[config.mk]
export PLATFORM = sky130hd
export DESIGN_NAME = ballot_controller
export DESIGN_NICKNAME = d
export VERILOG_FILES = /design/src/rtl/ballot_controller.sv
export SDC_FILE = /design/constraint.sdc
export NUM_CORES = 1
export LEC_CHECK = 0
export ABC_CLOCK_PERIOD_IN_PS = 4800
export CAP_MARGIN = 10
export CELL_PAD_IN_SITES_DETAIL_PLACEMENT = 0
export CELL_PAD_IN_SITES_GLOBAL_PLACEMENT = 1
export CORE_MARGIN = 2
export CORE_UTILIZATION = 30
export CTS_CLUSTER_DIAMETER = 60
export DETAILED_ROUTE_END_ITERATION = 10
export MAX_ROUTING_LAYER = met4
export PLACE_DENSITY = 0.66
export RECOVER_POWER = 25
export SETUP_SLACK_MARGIN = 0.3
export SYNTH_ARGS = -nofsm -noshare
export SYNTH_HDL_FRONTEND = slang
export SYNTH_SLANG_ARGS = --single-unit
[constraint.sdc]
create_clock -name clk -period 4.8 [get_ports clk]
set_input_delay 1.2 -clock clk [delete_from_list [all_inputs] [get_ports clk]]
set_output_delay 1.2 -clock clk [all_outputs]
set_load 0.005 [all_outputs]
[src/rtl/ballot_controller.sv]
// Ballot controller: arms one ballot per officer request, debounces the
// voter's press, records exactly one vote and handles poll closing.
module ballot_controller #(
  parameter int DEBOUNCE = 4,
  parameter int TIMEOUT  = 1000
) (
  input  logic       clk,
  input  logic       rst,
  input  logic       ballot_req,
  input  logic       poll_close,
  input  logic [2:0] vswitch,
  output logic       vote_en,
  output logic [2:0] vote_sel,
  output logic       ballot_ready,
  output logic       inv,
  output logic       timeout,
  output logic       poll_closed,
  output logic [7:0] votes_cast,
  output logic [2:0] state
);

  localparam int CW = $clog2(DEBOUNCE + 1);
  localparam int TW = $clog2(TIMEOUT + 1);
  localparam logic [CW-1:0] DB_LAST = CW'(DEBOUNCE);
  localparam logic [TW-1:0] TO_LAST = TW'(TIMEOUT - 1);

  typedef enum logic [2:0] {
    IDLE    = 3'd0,
    ARMED   = 3'd1,
    CONFIRM = 3'd2,
    RECORD  = 3'd3,
    RELEASE = 3'd4,
    CLOSED  = 3'd5
  } state_t;

  state_t        state_q, state_d;
  logic [CW-1:0] cnt_q, cnt_d;
  logic [2:0]    sel_q, sel_d;
  logic [TW-1:0] tcnt_q, tcnt_d;
  logic          pend_q, pend_d;
  logic          vote_en_q, vote_en_d;
  logic [2:0]    vote_sel_q, vote_sel_d;
  logic          ready_q, ready_d;
  logic          inv_q, inv_d;
  logic          to_q, to_d;
  logic          closed_q, closed_d;
  logic [7:0]    votes_q, votes_d;

  logic   onehot;
  state_t idle_tgt;

  assign onehot = (vswitch == 3'b001) || (vswitch == 3'b010) ||
                  (vswitch == 3'b100);

  always_comb begin
    state_d  = state_q;
    cnt_d    = cnt_q;
    sel_d    = sel_q;
    tcnt_d   = tcnt_q;
    pend_d   = pend_q;
    inv_d    = 1'b0;
    to_d     = 1'b0;
    votes_d  = votes_q;
    // a close seen this cycle redirects the return to IDLE immediately
    idle_tgt = (pend_q || poll_close) ? CLOSED : IDLE;

    if (poll_close && state_q != IDLE && state_q != CLOSED)
      pend_d = 1'b1;

    unique case (state_q)
      IDLE: begin
        if (poll_close || pend_q) begin
          state_d = CLOSED;
        end else if (ballot_req) begin
          state_d = ARMED;
          tcnt_d  = '0;
        end
      end
      ARMED: begin
        if (onehot) begin
          sel_d   = vswitch;
          cnt_d   = CW'(1);
          state_d = (DEBOUNCE == 1) ? RECORD : CONFIRM;
        end else if (vswitch == 3'b000) begin
          if (tcnt_q == TO_LAST) begin
            to_d    = 1'b1;
            state_d = idle_tgt;
          end else begin
            tcnt_d = tcnt_q + TW'(1);
          end
        end else begin
          inv_d = 1'b1;
          if (tcnt_q != TO_LAST)
            tcnt_d = tcnt_q + TW'(1);
        end
      end
      CONFIRM: begin
        if (vswitch == sel_q) begin
          cnt_d = cnt_q + CW'(1);
          if (cnt_q + CW'(1) == DB_LAST)
            state_d = RECORD;
        end else if (vswitch == 3'b000) begin
          state_d = ARMED;
        end else begin
          inv_d   = 1'b1;
          state_d = ARMED;
        end
      end
      RECORD:  state_d = RELEASE;
      RELEASE: if (vswitch == 3'b000) state_d = idle_tgt;
      CLOSED:  state_d = CLOSED;
      default: state_d = IDLE;
    endcase

    if (state_d == RECORD && votes_q != 8'hff)
      votes_d = votes_q + 8'd1;

    vote_en_d  = (state_d == RECORD);
    vote_sel_d = vote_en_d ? sel_d : 3'b000;
    ready_d    = (state_d == ARMED) || (state_d == CONFIRM);
    closed_d   = (state_d == CLOSED);
  end

  always_ff @(posedge clk) begin
    if (rst) begin
      state_q    <= IDLE;
      cnt_q      <= '0;
      sel_q      <= '0;
      tcnt_q     <= '0;
      pend_q     <= 1'b0;
      vote_en_q  <= 1'b0;
      vote_sel_q <= '0;
      ready_q    <= 1'b0;
      inv_q      <= 1'b0;
      to_q       <= 1'b0;
      closed_q   <= 1'b0;
      votes_q    <= '0;
    end else begin
      state_q    <= state_d;
      cnt_q      <= cnt_d;
      sel_q      <= sel_d;
      tcnt_q     <= tcnt_d;
      pend_q     <= pend_d;
      vote_en_q  <= vote_en_d;
      vote_sel_q <= vote_sel_d;
      ready_q    <= ready_d;
      inv_q      <= inv_d;
      to_q       <= to_d;
      closed_q   <= closed_d;
      votes_q    <= votes_d;
    end
  end

  assign vote_en      = vote_en_q;
  assign vote_sel     = vote_sel_q;
  assign ballot_ready = ready_q;
  assign inv          = inv_q;
  assign timeout      = to_q;
  assign poll_closed  = closed_q;
  assign votes_cast   = votes_q;
  assign state        = state_q;

endmodule

==> results of run 1 <==
-- cell usage after synthesis (4+ instances only) --
cell type                  instances
sky130_fd_sc_hd__dfxtp_1          36
sky130_fd_sc_hd__nor2_1           31
sky130_fd_sc_hd__xnor2_1          14
sky130_fd_sc_hd__a21oi_1           9
sky130_fd_sc_hd__o21ai_0           5
sky130_fd_sc_hd__clkbuf_1          4
sky130_fd_sc_hd__nand2_1          15
sky130_fd_sc_hd__a211oi_1          5
sky130_fd_sc_hd__mux2i_1           6
sky130_fd_sc_hd__ha_1              4
sky130_fd_sc_hd__nand3_1           8
sky130_fd_sc_hd__nand2b_1          5
sky130_fd_sc_hd__nor4_1            5
sky130_fd_sc_hd__nor3_1            9
sky130_fd_sc_hd__buf_6             4
-- final timing paths --
check        depth (start not counted)                    endpoint                       start  slack [ns]
max                                  5     ballot_ready$_SDFF_PP0_                  vswitch[0]        1.90
min                                  1  votes_cast[7]$_SDFFE_PP0P_  votes_cast[7]$_SDFFE_PP0P_        0.50
max reg2reg                          6      poll_closed$_SDFF_PP0_      tcnt_q[0]$_SDFFE_PP0P_        2.86
min reg2reg                          1  votes_cast[7]$_SDFFE_PP0P_  votes_cast[7]$_SDFFE_PP0P_        0.50
-- final cells by class --
| cell class | count | area, sq um |
|---|---|---|
| fill | 631 | 3730 |
| clock inverter | 3 | 42.5 |
| multi-input combinational | 155 | 1030 |
| clock buffer | 5 | 68.8 |
| inverter | 3 | 11.3 |
| sequential | 36 | 721 |
| tap | 75 | 93.8 |
| timing repair buffer | 26 | 258 |
-- worst register-to-register path: stages (launching register included) --
cell	delay, ns
sky130_fd_sc_hd__dfxtp_1	0.39
sky130_fd_sc_hd__ha_1	0.24
sky130_fd_sc_hd__nand3_1	0.09
sky130_fd_sc_hd__nor4_1	0.39
sky130_fd_sc_hd__a21oi_1	0.14
sky130_fd_sc_hd__a211oi_1	0.41
sky130_fd_sc_hd__a211oi_1	0.14
-- stage by stage --
step	area [sq um]	total power [uW]	cells
2_1_floorplan	1850	416	205
3_3_place_gp	2120	447	295
3_5_place_dp	2120	447	295
4_1_cts	2230	717	303
5_1_grt	2230	742	303
6_report	2230	707	303
-- cells by family after synthesis --
| group | count (synthesis) |
|---|---|
| multiplexers | 6 |
| AND/OR/NAND/NOR | 98 |
| flip-flops | 36 |
| XOR/XNOR | 15 |
| buffers and inverters | 14 |
| adder cells (fa/ha/maj) | 4 |
| AO/OA/AOI/OAI | 32 |
-- per-layer routing --
layer	vias up	track usage, %	share of wire, %
li1	764	-	-
met1	641	17.9	52
met2	30	17.4	41
met3	6	3.59	4.4
met4	0	5.41	2.0
met5	-	-	0
-- report_power, final --
part | internal [uW] | switching, uW | total, uW
Clock | 154 | 117 | 271
Sequential | 311 | 15.4 | 326
Combinational | 49.5 | 60.7 | 110
-- flip-flops by register name, summed over array words and instances (netlist names) --
| signal | cells |
|---|---|
| vote_en | 1 |
| pend_q | 1 |
| sel_q | 3 |
| vote_sel | 3 |
| cnt_q | 3 |
| inv | 1 |
| state | 3 |
| tcnt_q | 10 |
| timeout | 1 |
| ballot_ready | 1 |
| votes_cast | 8 |
| poll_closed | 1 |
==> reports/summary.md, run 1 <==
- result of the run: completed
- post-cts sizing count: 0
- post-synthesis cell count: 205
- global-route wire length before repair: 6520 microns
- HPWL reported at the end of detailed placement: 2690 microns
- most frequent cells in the layout: 36 x sky130_fd_sc_hd__dfxtp_1, 31 x sky130_fd_sc_hd__nor2_1, 15 x sky130_fd_sc_hd__nand2_1, 14 x sky130_fd_sc_hd__xnor2_1, 13 x sky130_fd_sc_hd__clkdlybuf4s50_1
- aggregate global-route resource usage: 12.9%
- Fin Setup TNS: 0 ns
- area fraction in compound gates after synthesis: 12.0%
- cell taking the most area after synthesis: sky130_fd_sc_hd__dfxtp_1
- die footprint: 6810 sq um
- normalized max-slew margin: 50.4%
- ys flop type: sky130_fd_sc_hd__dfxtp_1
- TritonCTS clock tree: done
- worst-case vdd ir drop: 121 uV
- number of flops mapped to enable cells by yosys: 0
- sequence of cells on the critical path: clkdlybuf4s50_1 -> nor3_1 -> nor4bb_1 -> a211oi_1 -> a2111oi_2
- Ant. Diodes: 0
- fraction of the mapped netlist area in simple logic gates: 31.1%
- count of nets after finishing: 238
- detail-routed via count per cell: 4.76
- WL per Instance: 12.7 microns
- Final min period: 2.90 ns
- Max Buffers Root-to-Sink: 2
- number of buffers created by CTS: 5
- final setup skew: 0.00800 ns
- fin worst setup slack: 1.90 ns
- number of maximum-capacitance violations: 0
- Boundary Pins: 26
- initial antenna violation count: 0
- async set or reset register ratio after synthesis: 0%
- aggregate routed wire length: 3830 microns
- register area share after synthesis: 38.9%
- syn nets: 216
- flops & latches, synth: 36
- XOR/XNOR Fraction of Synth Area: 7.10%
- Static Leak: 0.000772 uW
- port bufs: 25
- effective utilization at floorplan: 31.1%
- share of cell area taken by muxes after synthesis: 3.25%
- share of layout cells above drive strength 1: 9.21%
- arrival time reported for the critical path endpoint: 3.10 ns
- final number of setup-violating endpoints: 0
- number of nets still failing antenna checks after routing: 0
- clock latency reported for the late side of the worst-skew pair: 0.30 ns
- post-CTS setup buffer count: 0
- cell at the root of the clock tree: sky130_fd_sc_hd__clkbuf_8
- sort of element at the end of the critical path: flip-flop
- overall via count from detail_route: 1441
- length of the first detailed-routing pass in iterations: 4
- hold violation count in the final report: 0
- Reg clk slew, reported paths: 0.08 ns
- Hold WC Path Type: reg -> reg
- total core area: 5960 sq um
- DRC violation total after the first TritonRoute iteration: 65
- pre-CTS worst setup slack: 1.64 ns
- count of different cell masters after synthesis: 47
- delay contributed by the slowest stage of the critical path: 0.56 ns
- die width: 82.5 microns
- maximum number of pins on one net before global-route repair: 18
- unrepaired setup endpoints after global routing: false
- startpoint type of the worst setup path: primary input
- global placement routability congestion: 0.750
- Min Hold Slack: 0.497 ns
- Hold-fix buffers, CTS: 0
- Setup CP Type: in -> reg
- utilization of the core after routing: 37.4%
- maximum net fanout on the critical path: 9
- number of max-slew violations in the final report: 0
- number of DRC violations after detailed routing: 0
- most common cell after layout, fill and taps aside: sky130_fd_sc_hd__dfxtp_1
- Adder-Cell Fraction of Synth Area: 2.70%
- area added between synthesis and finish: 20.4%
- floorplan row count: 28
- number of warnings reported in the yosys synthesis log: 0
- cell type of the slowest stage on the worst timing path: sky130_fd_sc_hd__clkdlybuf4s50_1
- Worst Max-Slew Pin Slew: 0.739 ns
- post-synthesis average cell area: 9.03 sq um
- H-Tree Depth: 2
- achievable clock frequency: 345 MHz
- ranking of synthesized cells by area: sky130_fd_sc_hd__dfxtp_1 39%, sky130_fd_sc_hd__xnor2_1 6.6%, sky130_fd_sc_hd__nor2_1 6.3%
- largest family of logic cells by synthesized area: simple AND/OR/NAND/NOR gates
- top-area cell type share of the netlist area: 38.9%
- kind of cell adding the most delay to the critical path: simple AND/OR/NAND/NOR gates
- vertical extent of the die: 82.5 microns
- period utilization: 60.5%
- post-synth design cell area: 1850 sq um
- power density over the cells: 317 nW/um^2
- endpoint required time on the critical path: 4.99 ns
- total gr overflow: 0
- CTS sink count: 36
- buffers and inverters on the worst path: 1
- vias in the first global route: 1344
Power figures use the tool's default switching activity.
==> inputs of run 2 (changes only) <==
Settings changed: ABC_CLOCK_PERIOD_IN_PS 4800 to 2400, PLACE_DENSITY 0.66 to 0.68.
Clock period 4.8 ns to 2.4 ns, I/O delays scaled along.
==> reports/summary.md, run 2 (same netlist as run 1, synthesis figures left out) <==
- count of nets after finishing: 260
- area added between synthesis and finish: 32.1%
- achievable clock frequency: 495 MHz
- number of maximum-capacitance violations: 0
- number of max-slew violations in the final report: 0
- Final min period: 2.02 ns
- vertical extent of the die: 82.5 microns
- power density over the cells: 623 nW/um^2
- endpoint of the worst hold path: votes_cast[7]$_SDFFE_PP0P_
- critical hold path startpoint: votes_cast[7]$_SDFFE_PP0P_
- Static Leak: 0.000905 uW
- post-route cell area: 2440 sq um
- initial antenna violation count: 0
- Internal Pwr Total: 1140 uW
- DRC violation total after the first TritonRoute iteration: 49
- WL per Instance: 12.5 microns
- Boundary Pins: 26
- total gr overflow: 0
- part of the power in combinational logic: 18.3%
- maximum net fanout on the critical path: 8
- Cells on Worst Hold Path: 1
- startpoint type of the worst setup path: primary input
- Hold-fix buffers, CTS: 0
- Worst Max-Slew Pin Slew: 0.494 ns
- number of buffers created by CTS: 5
- cell type of the slowest stage on the worst timing path: sky130_fd_sc_hd__dlygate4sd2_1
- length of the first detailed-routing pass in iterations: 4
- floorplan row count: 28
- cell at the root of the clock tree: sky130_fd_sc_hd__clkbuf_8
- clock latency reported for the late side of the worst-skew pair: 0.29 ns
- switching share of power: 25.5%
- vias in the first global route: 1465
- FILL cells: 604
- CTS sink count: 36
- die width: 82.5 microns
- aggregate routed wire length: 4070 microns
- normalized max-slew margin: 66.8%
- register-to-register setup slack: 0.40 ns
- worst-case vdd ir drop: 231 uV
- Placed Area: 2300 sq um
- Min Hold Slack: 0.486 ns
- post-CTS setup buffer count: 0
- Max Buffers Root-to-Sink: 2
- Ant. Diodes: 0
- Hold WC Path Type: reg -> reg
- Largest register FFs: 10
- final number of setup-violating endpoints: 0
- Worst R2R End: votes_cast[0]$_SDFFE_PP0P_
- sequential share of power: 43.1%
- final setup skew: 0.00818 ns
- sort of element at the end of the critical path: flip-flop
- maximum number of pins on one net before global-route repair: 15
- overall via count from detail_route: 1573
- sw power: 388 uW
- HPWL reported at the end of detailed placement: 2930 microns
- most frequent cells in the layout: 34 x sky130_fd_sc_hd__dfxtp_1, 31 x sky130_fd_sc_hd__nor2_1, 22 x sky130_fd_sc_hd__buf_4, 15 x sky130_fd_sc_hd__nand2_1
- utilization of the core after routing: 41.1%
- endpoint required time on the critical path: 2.58 ns
- die footprint: 6810 sq um
- period utilization: 84.2%
- most common cell after layout, fill and taps aside: sky130_fd_sc_hd__dfxtp_1
- Reg with most FFs: tcnt_q
- number of nets still failing antenna checks after routing: 0
- sequence of cells on the critical path: dlygate4sd2_1 -> xnor2_1 -> buf_4 -> nand4_1 -> buf_4 -> nor2_1 -> xnor2_1 -> nor2_1
- number of DRC violations after detailed routing: 0
- hold violation count in the final report: 0
- worst-case reg-to-reg path depth: 8
- kind of cell adding the most delay to the critical path: buffers and inverters
- detail-routed via count per cell: 4.84
- global-route wire length before repair: 6910 microns
- TritonCTS clock tree: done
- H-Tree Depth: 2
- port bufs: 25
- launch point of the worst path: vswitch[2]
- arrival time reported for the critical path endpoint: 2.20 ns
- result of the run: completed
- effective utilization at floorplan: 31.1%
- delay contributed by the slowest stage of the critical path: 0.36 ns
- unrepaired setup endpoints after global routing: true
- buffers and inverters on the worst path: 3
- share of layout cells above drive strength 1: 19.6%
- Reg clk slew, reported paths: 0.07 ns
- aggregate global-route resource usage: 13.6%
- Setup CP Type: in -> reg
- worst r2r src: cnt_q[0]$_SDFFE_PP0P_
- global placement routability congestion: 0.753
- total core area: 5960 sq um
- Clock Power Share: 38.6%
run 2: changes by cell type in the layout (fill, tap and decap cells not counted), moves of 2 or more:
cell / delta
sky130_fd_sc_hd__buf_4: +21
sky130_fd_sc_hd__clkbuf_8: +2
sky130_fd_sc_hd__dfxtp_1: -2
sky130_fd_sc_hd__dfxtp_2: +2
sky130_fd_sc_hd__dlygate4sd3_1: -4
sky130_fd_sc_hd__dlymetal6s2s_1: +2
run 2: how the worst max path moves through the flow:
stage	end	slack, ns	cells past startpoint
floorplan	tcnt_q[7]$_SDFFE_PP0P_	0.55	7
global placement	tcnt_q[8]$_SDFFE_PP0P_	-0.001	6
detailed placement	ballot_ready$_SDFF_PP0_	-0.06	6
CTS	ballot_ready$_SDFF_PP0_	0.27	6
global route	votes_cast[0]$_SDFFE_PP0P_	0.22	8
finish	votes_cast[0]$_SDFFE_PP0P_	0.38	8
run 2: layer usage:
layer | global-route usage [%] | share of wire, %
met5 | - | 0
met2 | 19.8 | 42
met1 | 18.4 | 53
met4 | 4.43 | 1.4
met3 | 3.59 | 3.6
run 2: final cells by class:
type	count	area, sq um	area share (%)
well taps	75	93.8	3.84
clock buffers	7	96.3	3.94
inverters	3	11.3	0.461
flip-flops and latches	36	723	29.6
clock inverters	1	30.0	1.23
multi-input cells	155	1050	43.0
repair buffers	48	439	18.0
run 2: repair_timing:
action | CTS | global route
pin swaps | 0 | 0
hold endpoints to repair | 0 | 0
resized for setup | 3 | 9
endpoints found under the setup margin | 3 | 25
run 2: metrics by stage:
| step | setup WS, ns | TNS [ns] | cells | total power, uW |
|---|---|---|---|---|
| 2_1_floorplan | 0.547 | 0 | 205 | 831 |
| 3_3_place_gp | -0.00146 | -0.00146 | 317 | 949 |
| 3_5_place_dp | -0.0640 | -0.0726 | 317 | 950 |
| 4_1_cts | 0.272 | 0 | 325 | 1550 |
| 5_1_grt | 0.217 | 0 | 325 | 1600 |
| 6_report | 0.379 | 0 | 325 | 1520 |
run 2: power by group through the flow:
stage,clock network (uW),logic [uW],registers (uW)
after floorplan,0,182,649
after global placement,0,281,668
after detailed placement,0,281,669
after CTS,610,285,655
after global routing,633,311,661
final,588,280,656
run 2: worst reg2reg max path, cell delays in order (launching register included):
cell,delay [ns]
sky130_fd_sc_hd__dfxtp_1,0.36
sky130_fd_sc_hd__ha_1,0.16
sky130_fd_sc_hd__ha_1,0.17
sky130_fd_sc_hd__and4bb_4,0.23
sky130_fd_sc_hd__nand4_1,0.32
sky130_fd_sc_hd__buf_4,0.28
sky130_fd_sc_hd__nor2_1,0.17
sky130_fd_sc_hd__xnor2_1,0.14
sky130_fd_sc_hd__nor2_1,0.05
==> inputs of run 3 (changes only) <==
Settings changed: ABC_CLOCK_PERIOD_IN_PS 2400 to 1840.
Clock period 2.4 ns to 1.84 ns, I/O delays scaled along.
==> reports/summary.md, run 3 (same netlist as run 1, synthesis figures left out) <==
- result of the run: completed
- Setup CP Type: reg -> reg
- maximum number of pins on one net before global-route repair: 15
- cell type of the slowest stage on the worst timing path: sky130_fd_sc_hd__dfxtp_2
- achievable clock frequency: 601 MHz
- number of max-slew violations in the final report: 0
- Boundary Pins: 26
- delay contributed by the slowest stage of the critical path: 0.35 ns
- global-route wire length before repair: 7900 microns
- crit-path most repeated cell: sky130_fd_sc_hd__ha_4
- number of buffers created by CTS: 5
- launch point of the worst path: cnt_q[1]$_SDFFE_PP0P_
- maximum net fanout on the critical path: 4
- final setup skew: 0.00770 ns
- detail-routed via count per cell: 4.85
- endpoint required time on the critical path: 2.02 ns
- HPWL reported at the end of detailed placement: 3050 microns
- worst-case vdd ir drop: 349 uV
- post-route cell area: 2950 sq um
- pre-CTS worst setup slack: -0.464 ns
- Hold-fix buffers, CTS: 0
- Max Buffers Root-to-Sink: 2
- register-to-register setup slack: 0.18 ns
- share of layout cells above drive strength 1: 44.1%
- utilization of the core after routing: 49.6%
- critical hold path startpoint: votes_cast[5]$_SDFFE_PP0P_
- total core area: 5960 sq um
- normalized max-slew margin: 71.7%
- worst setup path end: votes_cast[2]$_SDFFE_PP0P_
- global placement routability congestion: 0.795
- vertical extent of the die: 82.5 microns
- number of nets still failing antenna checks after routing: 0
- arrival time reported for the critical path endpoint: 1.84 ns
- startpoint type of the worst setup path: flip-flop
- Final min period: 1.66 ns
- Min Hold Slack: 0.525 ns
- DRC violation total after the first TritonRoute iteration: 50
- TritonCTS clock tree: done
- initial antenna violation count: 0
- WL per Instance: 13.5 microns
- power density over the cells: 656 nW/um^2
- Placed Area: 2390 sq um
- Reg clk slew, reported paths: 0.07 ns
- Hold WC Path Type: reg -> reg
- effective utilization at floorplan: 31.1%
- CTS sink count: 36
- Ant. Diodes: 0
- unrepaired setup endpoints after global routing: true
- Static Leak: 0.00114 uW
- area added between synthesis and finish: 59.5%
- sort of element at the end of the critical path: flip-flop
- vias in the first global route: 1713
- Reg with most FFs: tcnt_q
- die width: 82.5 microns
- floorplan row count: 28
- hold violation count in the final report: 0
- fin worst setup slack: 0.175 ns
- overall via count from detail_route: 1728
- aggregate routed wire length: 4800 microns
- length of the first detailed-routing pass in iterations: 4
- most frequent cells in the layout: 40 x sky130_fd_sc_hd__buf_4, 26 x sky130_fd_sc_hd__nor2_1, 24 x sky130_fd_sc_hd__dfxtp_1, 21 x sky130_fd_sc_hd__dlygate4sd2_1, 15 x sky130_fd_sc_hd__nand2_1
- period utilization: 90.5%
- port bufs: 25
- number of maximum-capacitance violations: 0
- total gr overflow: 0
- die footprint: 6810 sq um
- worst r2r src: cnt_q[1]$_SDFFE_PP0P_
- count of nets after finishing: 292
- worst-case reg-to-reg path depth: 8
- final number of setup-violating endpoints: 0
- clock latency reported for the late side of the worst-skew pair: 0.29 ns
- number of DRC violations after detailed routing: 0
- Worst Max-Slew Pin Slew: 0.422 ns
- H-Tree Depth: 2
- most common cell after layout, fill and taps aside: sky130_fd_sc_hd__buf_4
- cell at the root of the clock tree: sky130_fd_sc_hd__clkbuf_8
- Worst R2R End: votes_cast[2]$_SDFFE_PP0P_
- Tot Pwr: 1930 uW
- aggregate global-route resource usage: 15.7%
- sequence of cells on the critical path: ha_4 -> ha_4 -> and4bb_4 -> nand4_4 -> buf_6 -> nor3b_2 -> xnor2_1 -> nor2_1
- Largest register FFs: 10
## run 3: cell types whose count changed in the layout (fill, tap and decap cells not counted), sizes merged, moves of 2 or more
| cell | change |
|---|---|
| buf | +32 |
| clkdlybuf4s50 | -13 |
| dlygate4sd2 | +20 |
| dlygate4sd3 | -8 |
| dlymetal6s2s | -2 |
## run 3: metal layers
metal  vias to the layer above  routed length [microns]  track usage (%)
met5                         -                        0                -
met4                         0                       61             5.41
met3                         5                      172             3.37
met2                        25                     2260             25.1
met1                       819                     2300             19.5
li1                        879                        -                -
## run 3: what timing repair did
action | in CTS | in global routing
endpoints found under the setup margin | 54 | 34
pin swaps | 24 | 19
gates cloned | 2 | 0
buffers inserted | 20 | 3
resized for setup | 93 | 19
## run 3: worst min-delay path by stage
stage / to / slack (ns) / cells after the start
2_1_floorplan: cnt_q[0]$_SDFFE_PP0P_ / 0.45 / 1
3_3_place_gp: cnt_q[0]$_SDFFE_PP0P_ / 0.47 / 1
3_5_place_dp: cnt_q[0]$_SDFFE_PP0P_ / 0.47 / 1
4_1_cts: votes_cast[7]$_SDFFE_PP0P_ / 0.52 / 2
5_1_grt: votes_cast[5]$_SDFFE_PP0P_ / 0.57 / 2
6_report: votes_cast[5]$_SDFFE_PP0P_ / 0.53 / 2
## run 3: power breakdown
| group | total [uW] | internal, uW | leakage (uW) | switching [uW] |
|---|---|---|---|---|
| sequential | 837 | 813 | 0.000299 | 24.6 |
| combinational | 569 | 295 | 0.000800 | 274 |
| clock | 529 | 257 | 0.0000410 | 271 |
| total | 1930 | 1370 | 0.00114 | 569 |
## run 3: area by class of cell
type | count | area, sq um
clock buffers | 6 | 72.6
clock inverters | 1 | 5.00
well taps | 75 | 93.8
multi-input cells | 157 | 1330
repair buffers | 78 | 688
fillers | 581 | 3000
inverters | 3 | 11.3
flip-flops and latches | 36 | 748
## run 3: critical path: cells and delay by family, from the launching register on
family	cells	cell delay (ns)
and+or+nand+nor	4	0.64
DFF	1	0.35
xor gates and xnor gates	1	0.15
adders and majority gates	2	0.26
buffers and inverters	1	0.16
## run 3: per-stage QoR
| stage | TNS (ns) | cells |
|---|---|---|
| after floorplan | 0 | 205 |
| after global placement | -10.49 | 324 |
| after detailed placement | -12.15 | 324 |
| after CTS | 0 | 353 |
| after global routing | 0 | 356 |
| final | 0 | 356 |
